<file path="config.mk">
export PLATFORM = sky130hd
export DESIGN_NAME = multicycle_ctrl
export DESIGN_NICKNAME = d
export VERILOG_FILES = /design/src/rtl/multicycle_ctrl.sv
export SDC_FILE = /design/constraint.sdc
export NUM_CORES = 1
export LEC_CHECK = 0
export ABC_CLOCK_PERIOD_IN_PS = 2800
export BUFFER_PORTS_ARGS = -buffer_cell sky130_fd_sc_hd__buf_2
export CORE_ASPECT_RATIO = 0.9
export CORE_MARGIN = 5
export CORE_UTILIZATION = 40
export CTS_CLUSTER_DIAMETER = 80
export DETAILED_ROUTE_END_ITERATION = 12
export MAX_ROUTING_LAYER = met4
export PLACE_DENSITY_LB_ADDON = 0.3
export SKIP_LAST_GASP = 1
export SLEW_MARGIN = 20
export SYNTH_ARGS = -nofsm -noshare
export SYNTH_HDL_FRONTEND = slang
export SYNTH_SLANG_ARGS = --single-unit
</file>
<file path="constraint.sdc">
create_clock -name clk -period 2.8 [get_ports clk]
set_clock_uncertainty 0.05 [all_clocks]
set_input_delay 0.28 -clock clk [delete_from_list [all_inputs] [get_ports clk]]
set_output_delay 0.28 -clock clk [all_outputs]
set_load 0.01 [all_outputs]
</file>
<file path="src/rtl/multicycle_ctrl.sv">
// rtl/multicycle_ctrl.sv - FSM controller for a multicycle MIPS datapath
//
// Sequences fetch/decode/execute/memory/writeback over one shared memory,
// stalling on mem_ready, trapping on illegal op/funct or memory timeout,
// and counting retired instructions.
//
// Ports
//   clk, reset            clock; synchronous active-high reset
//   op, funct             IR[31:26], IR[5:0]
//   zero                  ALU zero flag (branch condition)
//   mem_ready             memory completes the current access this cycle
//   iord .. pcen          datapath control (mux selects and write enables)
//   instr_done            one-cycle pulse on an instruction's final cycle
//   error                 high while trapped
//   instret               retired-instruction count, wraps modulo 2^CNT_W
module multicycle_ctrl #(
    parameter int CNT_W   = 32,
    parameter int TIMEOUT = 16
) (
    input  logic             clk,
    input  logic             reset,
    input  logic [5:0]       op,
    input  logic [5:0]       funct,
    input  logic             zero,
    input  logic             mem_ready,
    output logic             iord,
    output logic             memwrite,
    output logic             irwrite,
    output logic             regdst,
    output logic             memtoreg,
    output logic             regwrite,
    output logic             alusrca,
    output logic [1:0]       alusrcb,
    output logic             signzero,
    output logic [2:0]       alucontrol,
    output logic [1:0]       pcsrc,
    output logic             pcen,
    output logic             instr_done,
    output logic             error,
    output logic [CNT_W-1:0] instret
);

    localparam logic [5:0] OP_RTYPE = 6'b000000;
    localparam logic [5:0] OP_LW    = 6'b100011;
    localparam logic [5:0] OP_SW    = 6'b101011;
    localparam logic [5:0] OP_BEQ   = 6'b000100;
    localparam logic [5:0] OP_BNE   = 6'b000101;
    localparam logic [5:0] OP_ADDI  = 6'b001000;
    localparam logic [5:0] OP_ORI   = 6'b001101;
    localparam logic [5:0] OP_J     = 6'b000010;

    localparam logic [2:0] ALU_ADD = 3'b010;
    localparam logic [2:0] ALU_SUB = 3'b110;
    localparam logic [2:0] ALU_AND = 3'b000;
    localparam logic [2:0] ALU_OR  = 3'b001;
    localparam logic [2:0] ALU_SLT = 3'b111;

    // The counter only has to reach TIMEOUT-1: the wait cycle that would
    // bring it to TIMEOUT is the one that traps instead.
    localparam int WAIT_W = (TIMEOUT > 1) ? $clog2(TIMEOUT) : 1;

    typedef enum logic [3:0] {
        S_FETCH, S_DECODE, S_MEMADR, S_MEMRD, S_MEMWB, S_MEMWR, S_RTYPE,
        S_ALUWB, S_BRANCH, S_ADDIEX, S_ORIEX, S_IMMWB, S_JUMP, S_TRAP
    } state_t;

    state_t            r_state;
    logic [WAIT_W-1:0] r_wait;
    logic [CNT_W-1:0]  r_instret;
    logic              w_wait_expired;
    logic              w_funct_ok;
    logic [2:0]        w_r_alu;

    assign instret        = r_instret;
    assign w_wait_expired = (TIMEOUT != 0) && (r_wait == WAIT_W'(TIMEOUT - 1));

    // R-type funct decode; anything unlisted (including x) is illegal.
    always_comb begin
        w_funct_ok = 1'b1;
        w_r_alu    = ALU_ADD;
        case (funct)
            6'b100000: w_r_alu = ALU_ADD;
            6'b100010: w_r_alu = ALU_SUB;
            6'b100100: w_r_alu = ALU_AND;
            6'b100101: w_r_alu = ALU_OR;
            6'b101010: w_r_alu = ALU_SLT;
            default:   w_funct_ok = 1'b0;
        endcase
    end

    // State, wait counter and retire counter. The wait counter is cleared on
    // every cycle that is not a stalled wait, so it is zero on entry to any
    // wait state.
    always_ff @(posedge clk) begin
        if (reset) begin
            r_state   <= S_FETCH;
            r_wait    <= '0;
            r_instret <= '0;
        end else begin
            r_wait <= '0;
            if (instr_done) begin
                r_instret <= r_instret + CNT_W'(1);
            end
            case (r_state)
                S_FETCH: begin
                    if (mem_ready)           r_state <= S_DECODE;
                    else if (w_wait_expired) r_state <= S_TRAP;
                    else                     r_wait  <= r_wait + WAIT_W'(1);
                end
                S_DECODE: begin
                    case (op)
                        OP_RTYPE:     r_state <= w_funct_ok ? S_RTYPE : S_TRAP;
                        OP_LW, OP_SW: r_state <= S_MEMADR;
                        OP_BEQ, OP_BNE: r_state <= S_BRANCH;
                        OP_ADDI:      r_state <= S_ADDIEX;
                        OP_ORI:       r_state <= S_ORIEX;
                        OP_J:         r_state <= S_JUMP;
                        default:      r_state <= S_TRAP;
                    endcase
                end
                S_MEMADR: begin
                    if (op == OP_LW)      r_state <= S_MEMRD;
                    else if (op == OP_SW) r_state <= S_MEMWR;
                    else                  r_state <= S_TRAP;
                end
                S_MEMRD: begin
                    if (mem_ready)           r_state <= S_MEMWB;
                    else if (w_wait_expired) r_state <= S_TRAP;
                    else                     r_wait  <= r_wait + WAIT_W'(1);
                end
                S_MEMWR: begin
                    if (mem_ready)           r_state <= S_FETCH;
                    else if (w_wait_expired) r_state <= S_TRAP;
                    else                     r_wait  <= r_wait + WAIT_W'(1);
                end
                S_RTYPE:                   r_state <= S_ALUWB;
                S_ADDIEX, S_ORIEX:         r_state <= S_IMMWB;
                S_MEMWB, S_ALUWB, S_BRANCH,
                S_IMMWB, S_JUMP:           r_state <= S_FETCH;
                S_TRAP:                    r_state <= S_TRAP;
                default:                   r_state <= S_TRAP;
            endcase
        end
    end

    // Datapath controls decoded from state (plus mem_ready/op/zero).
    always_comb begin
        iord       = 1'b0;
        memwrite   = 1'b0;
        irwrite    = 1'b0;
        regdst     = 1'b0;
        memtoreg   = 1'b0;
        regwrite   = 1'b0;
        alusrca    = 1'b0;
        alusrcb    = 2'b00;
        signzero   = 1'b0;
        alucontrol = ALU_AND;
        pcsrc      = 2'b00;
        pcen       = 1'b0;
        instr_done = 1'b0;
        error      = 1'b0;
        case (r_state)
            S_FETCH: begin
                alusrcb    = 2'b01;
                alucontrol = ALU_ADD;
                if (mem_ready) begin
                    irwrite = 1'b1;
                    pcen    = 1'b1;
                end
            end
            S_DECODE: begin
                alusrcb    = 2'b11;
                alucontrol = ALU_ADD;
            end
            S_MEMADR: begin
                alusrca    = 1'b1;
                alusrcb    = 2'b10;
                alucontrol = ALU_ADD;
            end
            S_MEMRD: iord = 1'b1;
            S_MEMWB: begin
                memtoreg   = 1'b1;
                regwrite   = 1'b1;
                instr_done = 1'b1;
            end
            S_MEMWR: begin
                iord       = 1'b1;
                memwrite   = 1'b1;
                instr_done = mem_ready;
            end
            S_RTYPE: begin
                alusrca    = 1'b1;
                alucontrol = w_r_alu;
            end
            S_ALUWB: begin
                regdst     = 1'b1;
                regwrite   = 1'b1;
                instr_done = 1'b1;
            end
            S_BRANCH: begin
                alusrca    = 1'b1;
                alucontrol = ALU_SUB;
                pcsrc      = 2'b01;
                instr_done = 1'b1;
                // if/else rather than an expression so an unknown op gives 0
                if (op == OP_BEQ)      pcen = zero;
                else if (op == OP_BNE) pcen = ~zero;
            end
            S_ADDIEX: begin
                alusrca    = 1'b1;
                alusrcb    = 2'b10;
                alucontrol = ALU_ADD;
            end
            S_ORIEX: begin
                alusrca    = 1'b1;
                alusrcb    = 2'b10;
                alucontrol = ALU_OR;
                signzero   = 1'b1;
            end
            S_IMMWB: begin
                regwrite   = 1'b1;
                instr_done = 1'b1;
            end
            S_JUMP: begin
                pcsrc      = 2'b10;
                pcen       = 1'b1;
                instr_done = 1'b1;
            end
            S_TRAP: error = 1'b1;
            default: ;
        endcase
        if (reset) begin
            pcen       = 1'b0;
            irwrite    = 1'b0;
            regwrite   = 1'b0;
            memwrite   = 1'b0;
            instr_done = 1'b0;
            error      = 1'b0;
        end
    end

endmodule

</file>
======== Word level (Yosys, flattened, before mapping) ========
Cells that the tools add are included.
word-level totals
  bits in registers ....................... 40
  bits of input ports ..................... 16
  logic and storage cells ................. 81
cells by class
  $add $sub $neg .......................... 2
  equality and inequality tests ........... 26
  muxes and demuxes ....................... 34
  bitwise operators ....................... 2
  reductions and logical operators ........ 14
operator list
  cell                     count
  $eq A6 B6 Y1 const B     7
  $add A32 B1 Y32 const B  1
  $pmux W4 S8              1
  $eq A4 B4 Y1 const B     7
  $mux W4                  7
  $pmux W3 S4              2
  $pmux W4 S6              1
  $mux W1                  19
  $eq A4 B3 Y1 const B     4
  $reduce_or A5 Y1         3
  $eq A6 B3 Y1 const B     2
  $eq A6 B4 Y1 const B     2
  $reduce_or A3 Y1         3
  $eq A4 B2 Y1 const B     2
  $reduce_or A2 Y1         4
  $reduce_or A4 Y1         2
  $eq A6 B2 Y1 const B     1
  $logic_not A6 Y1         1
  $pmux W2 S3              1
  $add A4 B1 Y4 const B    1
  $eq A4 B1 Y1 const B     1
  $logic_not A4 Y1         1
  $pmux W2 S2              1
  $pmux W1 S3              1
  other kinds (2)          3

======== Depth between registers and ports, before layout ========
  depth in word-level cells ............... 6
  mapped depth ............................ 8

======== Worst setup path before layout ========
OpenSTA, ideal clock, no wires.
  path kind ............................... reg-to-output
  start point ............................. register r_state[3]
  end point ............................... output pcen
  arrival ................................. 1590 ps
  required time ........................... 2470 ps
  setup slack ............................. 880 ps
  stages on the path, launching flop included .. 5
  cells stage by stage .................... dfxtp_1 > clkbuf_1 > buf_2 > o21ai_0 > a2111oi_0
between the ends
  word-level cells in the longest chain between the ends .. 3
  elaborated cells on any way between the ends .. 5
  those cells by class .................... eq/ne: 2; mux: 2; reduce/logical: 1
ends and longest elaborated chain
  item                                              RTL line  source
  from (decl)                                       67        state_t r_state;
  from (signal assigned)                            112       OP_RTYPE: r_state <= w_funct_ok ? S_RTYPE : S_TRAP;
  $eq A4 B4 Y1 or $logic_not A4 Y1 (tied branches)  162       case (r_state)
  $pmux W1 S3 *                                     162
  $mux W1 *                                         232       if (reset) begin
  to (decl)                                         37        output logic pcen,
Mark *: on every way between the ends. The rest lies on a longest branch, timed or not.

======== Final worst setup path ========
  start point ............................. register r_state[0]
  end point ............................... output instr_done
between the ends
  word-level cells in the longest chain between the ends .. 4
  elaborated cells on any way between the ends .. 9
  those cells by class .................... eq/ne: 6; mux: 2; reduce/logical: 1
ends and longest elaborated chain
  item                                          RTL line  source
  $eq A4 B4 Y1 or $eq A4 B3 Y1 (tied branches)  162
  $reduce_or A5 Y1 (no line)                    -
  $pmux W1 S2 *                                 162
  $mux W1 *                                     232
  to (decl)                                     38        output logic instr_done,
Marks and branches as above.

==> reports/qor.txt <==
===========================================================================================
Outcome                                                                        complete, no violations
Post-DRT Antenna Nets                                                                     0
Average cell area after synthesis                                                 7.76 um^2
Power density normalized to cell area                                           615 nW/um^2
Die height                                                                          89.0 um
XOR/XNOR Fraction of Synth Area                                                       1.58%
Leakage power                                                                       1.30 nW
H-tree depth                                                                              2
Peak ir drop on the vdd network                                                    0.194 mV
Nets                                                                                    429
Max-Cap Viols                                                                             0
Time the final worst path needs with I/O delays and setup                           2.49 ns
Yosys Warn Count                                                                          0
Cell types with the largest area share after synthesis                         sky130_fd_sc_hd__dfxtp_1, sky130_fd_sc_hd__mux2_2, sky130_fd_sc_hd__nor2_1
Hold-fix buffers, CTS                                                                     0
Non-Filler Cell Area, Final                                                       3270 um^2
Worst slew pin tran                                                                0.724 ns
FF/Latch Area                                                                      801 um^2
Data arrival time of the critical path                                              2.16 ns
Register-to-Register Setup Slack                                                    0.48 ns
WL final                                                                            7110 um
Setup TNS Final                                                                        0 ns
Class of the tightest hold or removal check                                          in2reg
Crit path setup slack, layout                                                      0.311 ns
Routability cong.                                                                     0.906
Half-perimeter wire length of the detailed placement result                         4990 um
Final core utilization                                                                49.2%
Final number of setup-violating endpoints                                                 0
Multiplexer fraction of the synthesized cell area                                     9.64%
Worst-path fanout max                                                                    16
Compound-Gate Fraction of Synth Area                                                  14.3%
Area grow syn2layout                                                                  17.8%
Post-synth top flop                                                            sky130_fd_sc_hd__dfxtp_1
Post-Place Worst Slack                                                             0.454 ns
CTS root buf                                                                   sky130_fd_sc_hd__clkbuf_8
Net Count, Synth                                                                        376
Post-Synth Adder-Cell Area                                                           0.901%
Effective utilization at floorplan                                                    41.7%
Area of the core region                                                           6660 um^2
Vias in the first global route                                                         2623
Remaining DRCs                                                                            0
Total number of vias                                                                   2771
Total chip power                                                                    2.01 mW
Area enclosed by the die boundary                                                 8710 um^2
Combinational family with the most area after synthesis                        simple AND/OR/NAND/NOR gates
Global-route wire length before repair                                             12000 um
Number of resized instances in the post-cts repair step                                   0
Antenna violations before repair                                                          0
Synth Area in Simple Gates                                                            37.4%
Kind of start point of the critical path                                          flip-flop
Required time at the endpoint of the critical path                                  2.47 ns
Seq/Total Area, Yosys                                                                 28.8%
Slew Limit Fails                                                                          0
Number of design-rule violations left by the first detailed-router iteration            209
CTS sink count                                                                           40
GRT overflow                                                                              0
Final Hold Vio Count                                                                      0
Final period utilization                                                              88.9%
Clock buffer depth                                                                        2
Fraction of final layout cells with drive strength greater than 1                     27.9%
Relative slew slack                                                                   51.0%
GR Util All Layers                                                                    16.6%
Top post-synthesis cells by count                                              sky130_fd_sc_hd__nor2_1, sky130_fd_sc_hd__dfxtp_1, sky130_fd_sc_hd__mux2_2, sky130_fd_sc_hd__nor2b_1, sky130_fd_sc_hd__nand2_1
Width of the die                                                                    97.8 um
Number of port buffers                                                                   65
Total iterations of the first detailed-routing run                                        4
# fillers                                                                               692
EDFF count, synth                                                                         0
Share of flip-flops with an asynchronous set or reset after synthesis                    0%
CP Capture Type                                                                primary output
Row count                                                                                28
Pin count of the biggest net entering global routing                                     39
Number of CTS-inserted buffers                                                            5
Number of vias per cell                                                                5.52
Clock transition at the registers of the reported paths                             0.09 ns
Number of unique standard cell types used by synthesis                                   54
Area occupied by multi-input gates                                                1790 um^2
Highest clock rate                                                                0.402 GHz
Post-place instance area                                                          3130 um^2
Area share of the leading cell type in the synthesized netlist                        28.8%
Antenna cell count                                                                        0
Leading cell type by number of instances after synthesis                       sky130_fd_sc_hd__nor2_1
Post-CTS repair timing setup buffer count                                                 0
Cell area after synthesis                                                         2780 um^2
Path type of the worst setup path                                                   reg2out
Unrepaired setup endpoints after global routing                                       false
Area leader, netlist                                                           sky130_fd_sc_hd__dfxtp_1
Synth Register Bits                                                                      40
Per-cell routed wire length                                                         14.2 um
Syn Inst Count                                                                          358
Insertion delay of the later-clocked pin in the worst-skew pair                     0.30 ns
TritonCTS clock tree                                                                    yes
IO Pins                                                                                  66
===========================================================================================
[routing by layer]
metal	share of wire, %	GRT usage [%]	up-vias	wire length, um
li1	-	-	1414	-
met1	49	21.2	1293	3460
met2	46	27.5	57	3270
met3	4.2	2.81	7	299
met4	1.0	4.78	0	74
met5	0	-	-	0
[layout by cell type (no fill, tap or decap), types with 4 or more instances in the layout]
master                     netlist  layout
sky130_fd_sc_hd__nand3_1        10      10
sky130_fd_sc_hd__o211ai_1        4       4
sky130_fd_sc_hd__mux2_2         22      22
sky130_fd_sc_hd__nor2_1         49      49
sky130_fd_sc_hd__and4_1          5       5
sky130_fd_sc_hd__buf_2          10      65
sky130_fd_sc_hd__nor3_1         16      16
sky130_fd_sc_hd__clkbuf_8        0       7
sky130_fd_sc_hd__buf_4           1      10
sky130_fd_sc_hd__a31oi_1         4       4
sky130_fd_sc_hd__a21oi_1        16      16
sky130_fd_sc_hd__nor2b_1        22      22
sky130_fd_sc_hd__inv_1          12      12
sky130_fd_sc_hd__dfxtp_1        40      40
sky130_fd_sc_hd__and2_1          5       5
sky130_fd_sc_hd__nand4_1        11      11
sky130_fd_sc_hd__o21ai_0         7       7
sky130_fd_sc_hd__o41ai_1         4       4
sky130_fd_sc_hd__or3_1           6       6
sky130_fd_sc_hd__nor4_1         17      17
sky130_fd_sc_hd__nor3b_1         5       5
sky130_fd_sc_hd__and3_1          5       5
sky130_fd_sc_hd__nand2_1        18      18
sky130_fd_sc_hd__nand2b_1        5       5
[metrics by stage]
step,hold WS [ns],std cells
floorplan,0.368,358
global placement,0.383,493
detailed placement,0.396,493
CTS,0.364,501
global route,0.390,502
finish,0.383,502
[state kept, by name (all words and copies together), names as in the netlist]
register	flops
r_wait	4
r_state	4
instret	32
[power breakdown]
| part | internal [mW] | leakage [nW] | switching [mW] |
|---|---|---|---|
| clock network | 0.315 | 0.0645 | 0.202 |
| registers | 0.603 | 0.323 | 0.0702 |
| logic | 0.297 | 0.915 | 0.524 |
[worst max-delay path: stages (launching register included)]
cell                        delay, ns
sky130_fd_sc_hd__dfxtp_1         0.61
sky130_fd_sc_hd__nand2b_2        0.27
sky130_fd_sc_hd__o2111ai_4       0.54
sky130_fd_sc_hd__buf_4           0.25
sky130_fd_sc_hd__nor2_1          0.04
sky130_fd_sc_hd__buf_2           0.15
[logic make-up after synthesis]
family / Yosys count
fa+ha+maj: 2
flops: 40
simple gates: 189
xor+xnor: 5
buf+inv: 42
compound gates: 56
mux: 24
[final timing paths]
check,start,endpoint,depth (start not counted)
setup reg to reg,r_state[0],instret[17],4
setup / recovery,r_state[0],instr_done,5
hold / removal,op[4],r_state[2],3
hold reg to reg,r_wait[0],r_wait[0],1
[layout make-up]
class,count,area share [%]
Inverter,12,1.38
Sequential cell,40,24.5
Clock inverter,1,0.918
Tap cell,90,3.44
Multi-Input combinational cell,277,54.6
Timing Repair Buffer,75,12.2
Clock buffer,7,2.94
Note: power is estimated with default switching activity, not from simulation.
